===== src/rtl/cory_rom_stream_pkg.sv =====
// Shared definitions for the ROM read streamer: FSM encoding and
// output buffer depth.
package cory_rom_stream_pkg;

    typedef enum logic [1:0] {
        ST_IDLE  = 2'd0,
        ST_RUN   = 2'd1,
        ST_DRAIN = 2'd2
    } state_t;

    // Two entries cover the single read in flight plus the word held at
    // the output, so a stalled consumer never loses a returning word.
    localparam int BUF_DEPTH = 2;

endpackage


===== src/rtl/cory_rom_skid2.sv =====
// Two-entry FIFO of {last, data}. Entry 0 is the head and drives the
// stream outputs directly. Push and pop may coincide at any occupancy;
// the caller never pops when empty and never pushes when full.
module cory_rom_skid2
    import cory_rom_stream_pkg::*;
#(
    parameter int D = 8
) (
    input  logic         clk,
    input  logic         reset_n,
    input  logic         push,
    input  logic [D-1:0] push_data,
    input  logic         push_last,
    input  logic         pop,
    output logic [D-1:0] head_data,
    output logic         head_last,
    output logic [1:0]   count
);

    logic [D-1:0] tail_data;
    logic         tail_last;

    // Shift-register FIFO: head refills from the tail on pop.
    always_ff @(posedge clk or negedge reset_n) begin
        if (!reset_n) begin
            head_data <= '0;
            head_last <= 1'b0;
            tail_data <= '0;
            tail_last <= 1'b0;
            count     <= 2'd0;
        end else begin
            case ({push, pop})
                2'b10: begin
                    if (count == 2'd0) begin
                        head_data <= push_data;
                        head_last <= push_last;
                    end else if (count != 2'(BUF_DEPTH)) begin
                        tail_data <= push_data;
                        tail_last <= push_last;
                    end
                    count <= count + 2'd1;
                end
                2'b01: begin
                    head_data <= tail_data;
                    head_last <= tail_last;
                    count     <= count - 2'd1;
                end
                2'b11: begin
                    if (count == 2'd1) begin
                        head_data <= push_data;
                        head_last <= push_last;
                    end else begin
                        head_data <= tail_data;
                        head_last <= tail_last;
                        tail_data <= push_data;
                        tail_last <= push_last;
                    end
                end
                default: ;
            endcase
        end
    end

endmodule


===== src/rtl/cory_rom_streamer.sv =====
// Read sequencer for a single-port ROM with a one-cycle registered read.
// Accepts {addr, len} commands and streams the words out with a last
// marker, buffering two words so backpressure costs no data.
module cory_rom_streamer
    import cory_rom_stream_pkg::*;
#(
    parameter int A = 8,
    parameter int D = 8,
    parameter int L = 8
) (
    input  logic         clk,
    input  logic         reset_n,
    input  logic         i_cmd_valid,
    input  logic [A-1:0] i_cmd_addr,
    input  logic [L-1:0] i_cmd_len,
    output logic         i_cmd_ready,
    output logic         o_rom_csn,
    output logic [A-1:0] o_rom_addr,
    input  logic [D-1:0] i_rom_rdata,
    output logic         o_dat_valid,
    output logic [D-1:0] o_dat_data,
    output logic         o_dat_last,
    input  logic         i_dat_ready,
    output logic         o_busy
);

    localparam int SIZE = 2 ** A;
    localparam logic [A-1:0] ADDR_LAST = A'(SIZE - 1);

    state_t       state;
    logic         cmd_ready;
    logic [A-1:0] next_addr;
    logic [A-1:0] last_addr;
    logic [L-1:0] remaining;
    logic         inflight;
    logic         inflight_last;
    logic [1:0]   buf_count;
    logic         pop;
    logic         issue;
    logic         issue_last;
    logic [2:0]   occ;

    // occ is the buffer occupancy after this cycle's pop, counting the
    // word already on its way back from the ROM.
    assign pop        = o_dat_valid & i_dat_ready;
    assign occ        = 3'(buf_count) + 3'(inflight) - 3'(pop);
    assign issue      = (state == ST_RUN) && (remaining != '0) && (occ < 3'(BUF_DEPTH));
    assign issue_last = issue && (remaining == L'(1));

    // Address is shown only while reading; otherwise the last issued
    // address is held so the ROM pins stay quiet.
    assign o_rom_csn   = ~issue;
    assign o_rom_addr  = issue ? next_addr : last_addr;
    assign o_dat_valid = (buf_count != 2'd0);
    assign i_cmd_ready = cmd_ready;
    assign o_busy      = (state != ST_IDLE);

    // Command FSM with address/remaining counters and read-in-flight flag.
    always_ff @(posedge clk or negedge reset_n) begin
        if (!reset_n) begin
            state         <= ST_IDLE;
            cmd_ready     <= 1'b0;
            next_addr     <= '0;
            last_addr     <= '0;
            remaining     <= '0;
            inflight      <= 1'b0;
            inflight_last <= 1'b0;
        end else begin
            inflight      <= issue;
            inflight_last <= issue_last;
            if (issue) begin
                last_addr <= next_addr;
                next_addr <= (next_addr == ADDR_LAST) ? '0 : next_addr + A'(1);
                remaining <= remaining - L'(1);
            end
            case (state)
                ST_IDLE: begin
                    cmd_ready <= 1'b1;
                    if (i_cmd_valid && cmd_ready) begin
                        next_addr <= i_cmd_addr;
                        remaining <= i_cmd_len;
                        if (i_cmd_len != '0) begin
                            state     <= ST_RUN;
                            cmd_ready <= 1'b0;
                        end
                    end
                end
                ST_RUN: begin
                    if (issue_last) begin
                        state <= ST_DRAIN;
                    end
                end
                ST_DRAIN: begin
                    // Leave once the final word is popped this cycle.
                    if (occ == 3'd0) begin
                        state     <= ST_IDLE;
                        cmd_ready <= 1'b1;
                    end
                end
                default: begin
                    state     <= ST_IDLE;
                    cmd_ready <= 1'b1;
                end
            endcase
        end
    end

    cory_rom_skid2 #(.D(D)) u_skid (
        .clk       (clk),
        .reset_n   (reset_n),
        .push      (inflight),
        .push_data (i_rom_rdata),
        .push_last (inflight_last),
        .pop       (pop),
        .head_data (o_dat_data),
        .head_last (o_dat_last),
        .count     (buf_count)
    );

endmodule


===== config.mk =====
export PLATFORM = sky130hd
export DESIGN_NAME = cory_rom_streamer
export DESIGN_NICKNAME = d
export VERILOG_FILES = /design/src/rtl/cory_rom_stream_pkg.sv /design/src/rtl/cory_rom_skid2.sv /design/src/rtl/cory_rom_streamer.sv
export SDC_FILE = /design/constraint.sdc
export NUM_CORES = 1
export LEC_CHECK = 0
export CORE_ASPECT_RATIO = 0.6
export CORE_MARGIN = 5
export CORE_UTILIZATION = 40
export DETAILED_ROUTE_END_ITERATION = 7
export GPL_ROUTABILITY_DRIVEN = 0
export PLACE_DENSITY = 0.68
export SYNTH_ARGS = -nofsm -noshare
export SYNTH_HDL_FRONTEND = slang
export SYNTH_SLANG_ARGS = --single-unit

===== constraint.sdc =====
create_clock -name clk -period 3.8 [get_ports clk]
set_input_delay 0.38 -clock clk [delete_from_list [all_inputs] [get_ports clk]]
set_output_delay 0.38 -clock clk [all_outputs]
set_load 0.03 [all_outputs]

[Yosys cells after proc, flatten, opt, wreduce, memory -nomap -nowiden]
Cells that the tools add are included.
Word-level totals
  flip-flop bits (word level): 49
  bits of input ports: 28
  output and inout bits: 21
  logic and storage cells: 89
Cells by class
  $add $sub $neg: 6
  magnitude comparators: 1
  equal/unequal tests: 17
  mux-type cells: 32
  bitwise logic cells: 3
  reduce and logical (&&, ||, !) cells: 18
Operator list (number)
  2-to-1 mux 8 bit: 13
  case mux 8 bit (3 select lines): 1
  case mux 8 bit (2 select lines): 1
  nonzero test 8 bit: 2
  inequality test 2 bit, second input constant: 7
  adder 8 x 1 -> 8 bit, second input constant: 1
  == test 8 x 1 -> 1 bit, second input constant: 1
  == test 8 bit, second input constant: 1
  2-to-1 mux 1 bit: 8
  2-to-1 mux 2 bit: 4
  AND reduction 4 bit: 2
  nonzero test 2 bit: 4
  subtractor 8 x 1 -> 8 bit, second input constant: 1
  == test 2 x 1 -> 1 bit, second input constant: 3
  == test 2 bit, second input constant: 3
  case mux 1 bit (3 select lines): 2
  case mux 2 bit (3 select lines): 1
  logical AND 1 bit: 4
  zero test 2 bit: 2
  inequality test 2 x 1 -> 1 bit, second input constant: 2
  case mux 2 bit (2 select lines): 1
  AND reduction 2 bit: 2
  adder 2 x 1 -> 3 bit: 1
  zero test 3 bit: 1
  other kinds (8): 9

[Logic depth before layout (Yosys ltp)]
  depth in word-level cells: 8
  gate-level depth with buffers: 15
  gate-level depth less buffers: 14

[Modules after synthesis]
Synthesis repeated with hierarchy kept, for this count alone.
Unflattened totals
  cells, all modules: 253
  area total of the unflattened synthesis: 2595.0 sq um
Modules (own cells, without submodules)
  cory_rom_streamer: instances 1, cells each 159, area each 1585.3 sq um, sequential area each 725.7 sq um
  cory_rom_skid2: instances 1, cells each 94, area each 1009.7 sq um, sequential area each 500.5 sq um

[Least setup slack after synthesis]
OpenSTA, ideal clock, no wires.
  kind: register -> output
  start: reg u_skid.count[1]
  end: out o_rom_addr[6]
  arrival: 3.533 ns
  slack: -0.113 ns
  stages on the path, launching flop included: 14
  buffers on the path: 1
  cell sequence: dfrtp_1 -> inv_1 -> ha_1 -> inv_1 -> nand2_1 -> xnor2_1 -> ha_1 -> inv_1 -> fa_1 -> xnor2_2 -> and3_1 -> nand2_2 -> buf_2 -> o21ai_0
Between the ends
  longest elaborated chain between the ends: 6
  elaborated cells between the ends (all ways): 7
Ends and longest elaborated chain
  from (decl): RTL line cory_rom_skid2.sv:17  | output logic [1:0] count
  from (signal assigned): RTL line cory_rom_skid2.sv:41  | count <= count + 2'd1;
  from (signal assigned): RTL line cory_rom_skid2.sv:46  | count <= count - 2'd1;
  nonzero test 2 bit: RTL line cory_rom_streamer.sv:54  | assign o_dat_valid = (buf_count != 2'd0);
  named net o_dat_valid: RTL line cory_rom_streamer.sv:20  | output logic o_dat_valid,
  AND 1 bit: RTL line cory_rom_streamer.sv:45  | assign pop = o_dat_valid & i_dat_ready;
  subtractor 3 x 1 -> 3 bit: RTL line cory_rom_streamer.sv:46  | assign occ = 3'(buf_count) + 3'(inflight) - 3'(pop);
  < comparator 3 x 2 -> 1 bit: RTL line cory_rom_streamer.sv:47  | assign issue = (state == ST_RUN) && (remaining != '0) && (occ < 3'(BUF_DEPTH));
  logical AND 1 bit: RTL line cory_rom_streamer.sv:47
  2-to-1 mux 8 bit
  to (decl): RTL line cory_rom_streamer.sv:18  | output logic [A-1:0] o_rom_addr,
The timed path passes the listed nets, and every way through them passes these cells.

[Worst setup path in the final report]
  start: reg u_skid.count[0]
  end: out o_rom_addr[6]
Between the ends
  longest elaborated chain between the ends: 6
  elaborated cells between the ends (all ways): 7
Ends and longest elaborated chain (RTL line)
  branches (longest 2 deep; another with adder 2 x 1 -> 3 bit)
  subtractor 3 x 1 -> 3 bit (*): cory_rom_streamer.sv:46
  < comparator 3 x 2 -> 1 bit (*): cory_rom_streamer.sv:47
  logical AND 1 bit (*): cory_rom_streamer.sv:47
  2-to-1 mux 8 bit (*)
Mark *: on every way between the ends.

==> impl_summary.md <==
Run status
The run finished with clean final reports.

Critical path
The peak fanout along the critical path is 10. The worst setup slack for register-to-register paths is 0.66 ns. The required time reported for the critical path endpoint is 3.42 ns. The critical path in this run is classified as reg -> out.

The worst setup path is launched from a flip-flop. STA puts the critical path data arrival time at 3.16 ns. STA classifies the critical path endpoint as an output pin.

CTS
The clock tree synthesis step divided the H-tree into 2 levels. CTS saw 49 sinks. Counting the buffers created by CTS gives 5. The clock tree from TritonCTS is built.

The clock insertion delay at the later pin of the skew report is 0.30 ns. The deepest clock path buffer count is 2. The count of hold buffers inserted by post-cts repair is 0. After clock tree synthesis, the clock-pin slew on the worst setup and hold paths is 0.09 ns. The cell sitting at the root of the clock tree is a clkbuf_8.

Detailed routing
The number of detailed-route iterations in the first pass is 4. The remaining number of nets flagged by the antenna check after routing is 0. The detailed router placed 1,928 vias in this run. The total wirelength of the detailed-routed design is 5.46 mm. In the routed layout, each cell is associated on average with a via count of 4.99. The initial detailed-routing violation count is 146.

In the final routed layout, each cell accounts on average for 14.2 um. After detailed routing, the number of remaining DRC violations is 0.

Timing
Setup violations remaining at the end of the flow were counted as 0. Clock skew on the completed layout was measured at 0.00654 ns. Headroom to the max-slew limit came out at 28.0%. The achievable clock frequency is 282 MHz.

The number of max-slew violations in the final report was 0. The number of endpoints with negative hold slack in the final report came to 0. Setup repair after global routing left no endpoint under its margin. The post-route fraction of the period consumed by the critical path is 93.2%. The final worst-path setup slack is 0.260 ns. After layout, the minimum clock period comes to 3.54 ns. At the pin with the least slew margin, the transition time is 1.08 ns. The total negative setup slack is 0 ns.

Finish
The fraction of final layout cells with drive strength greater than 1 is 15.6%. Summing all multi-input logic gate instances after layout gives 0.00122 mm2. Compared with the post-synthesis result, the final layout area differs by 25.5%. The antenna diode count is 0.

The final core utilization is 51.8%. The number of filler instances in the final layout is 585. The sequential cell area is 0.00123 mm2. The number of nets in the finished design is 337. The filler-free cell count of the finished design is 386.

Synthesis
The summed instance area of the synthesized netlist is 0.00252 mm2. The count of different cell masters after synthesis is 47. After synthesis, the largest area contributor takes up 48.6% of total cell area. In the synthesized netlist, the cells that appear most often are dfrtp_1 (49), nand2_1 (45), o21ai_0 (22). In the synthesized netlist the dominant register cell turns out to be dfrtp_1. The share of synthesized area occupied by flip-flops and latches is 48.6%.

By area the synthesized netlist is led by dfrtp_1 (49%), nand2_1 (6.7%), mux2i_1 (5.6%). The fraction of registers with async set or reset after synthesis is 100%. Among all cell types in the netlist, the one instantiated most often is dfrtp_1. The post-synthesis sequential element count is 49. The count of flip-flops with a built-in enable after synthesis is 0. The Yosys step of the flow raised 0 warnings. The net count after synthesis is 286. The cell count after synthesis came out at 250. After synthesis, the mean cell area works out to 10.1 um2. The cell type contributing the most total cell area after synthesis is dfrtp_1.

Power and ir drop
Power spread over the standard cell area amounts to 457 mW/mm2. The maximum vdd drop is 0.000219 V. The leakage power total is 0.00145 uW.

After layout, the design draws a total of 1450 uW.

Floorplan
The core region is 0.00611 mm2. After floorplanning, the core was divided into 22 placement rows. Once the floorplan was initialized, standard cells occupied 41.3% of the core. The floorplan step set the die width to 113 um. The die area is 0.00805 mm2. The vertical extent of the die is 71.5 um. The I/O pin total is 49.

Global routing
The number of antenna violations at the first check in global routing was 0. Entering global routing, the biggest net connects 50 pins. The wire length of the first global-routing pass is 9.34 mm. The overflow left after global routing is 0.

In the global route stage, overall resource usage came out at 14.3%. The via count of the first global-routing pass is 1,944.

Min path
The min-delay analysis places its worst path in the category in -> async.

Place
The worst setup timing slack at the placement stage is 0.233 ns. The number of cells in the design after placement is 376. The estimated wirelength of the detail-placed design is 3.97 mm. During placement, the flow inserted port buffers numbering 48.

Job
The tool flagged a number of max-cap violations equal to 0.
[power by group]
| part | internal, uW | leakage, uW | switching (uW) |
|---|---|---|---|
| clock network | 127 | 0.0000439 | 174 |
| registers | 566 | 0.000664 | 29.5 |
| logic | 247 | 0.000741 | 302 |
| total | 940 | 0.00145 | 506 |
[registers in the layout (all words and copies together) (netlist names)]
| signal | count |
|---|---|
| i_cmd_ready | 1 |
| inflight | 1 |
| inflight_last | 1 |
| last_addr | 8 |
| next_addr | 8 |
| remaining | 8 |
| state | 2 |
| u_skid.count | 2 |
| u_skid.head_data | 8 |
| u_skid.head_last | 1 |
| u_skid.tail_data | 8 |
| u_skid.tail_last | 1 |
[metrics by stage]
step	instance area, um2	hold WS (ns)
floorplan	2520	0.0844
global placement	3050	0.460
detailed placement	3050	0.462
CTS	3130	0.312
global route	3170	0.374
finish	3170	0.270
[layout make-up]
cell class	instances	share of cell area, %
clock buffer	5	2.17
tap	84	3.32
timing repair buffer	53	15.5
sequential	49	38.8
clock inverter	3	0.553
multi-input combinational	183	38.5
inverter	9	1.15
[worst max-delay path: stages, from the launching register on]
cell and delay, ns:
dfrtp_2 0.42, inv_1 0.07, ha_1 0.21, inv_1 0.08, nand2_1 0.17, xnor2_2 0.24, ha_1 0.18, inv_1 0.05
fa_2 0.58, and3_4 0.21, nand2_2 0.10, buf_4 0.20, o21ai_1 0.16, buf_4 0.19
[layout by cell type (no fill, tap or decap), types with 4 or more instances in the layout]
| cell type | instances |
|---|---|
| o21ai_0 | 21 |
| xor2_1 | 4 |
| a21oi_1 | 9 |
| mux2i_1 | 14 |
| nor4_1 | 5 |
| buf_4 | 13 |
| clkdlybuf4s50_1 | 38 |
| nor2_1 | 18 |
| nand3_1 | 9 |
| xnor2_1 | 6 |
| inv_1 | 8 |
| ha_1 | 7 |
| nand2_1 | 45 |
| mux2_2 | 10 |
| clkbuf_8 | 5 |
| dfrtp_1 | 47 |
[logic make-up (layout without fill, tap and decap cells)]
group                      after synthesis  in the layout  synth area share (%)
AOI/OAI and AO/OA                       42             42                  9.82
xor gates and xnor gates                12             12                  4.46
adders and majority gates                8              8                  4.26
buffers and inverters                   18             70                  3.72
DFF                                     49             49                  48.6
muxes                                   24             24                  10.0
and+or+nand+nor                         97             97                  19.1
[metal layers]
layer  vias up  track usage (%)  part of all wire [%]
li1        968                -                     -
met1       902             20.7                    53
met2        50             20.9                    41
met3         8             4.14                   5.0
met4         0             4.00                   1.0
met5         -                0                     0
[worst paths after layout]
check | startpoint | to | cells after the start
setup / recovery | u_skid.count[0] | o_rom_addr[6] | 13
hold reg to reg | last_addr[0] | last_addr[0] | 2
setup reg to reg | u_skid.count[0] | next_addr[3] | 14
min in group clk | last_addr[0] | last_addr[0] | 2
hold / removal | reset_n | u_skid.tail_data[3] | 1
max in group asynchronous | reset_n | u_skid.count[1] | 1
[what timing repair did]
item	4_1_cts	5_1_grt
pin swaps	0	1
setup buffers	0	2
endpoints found under the setup margin	1	9
gates resized for setup	1	6
Note: power is estimated with default switching activity, not from simulation.
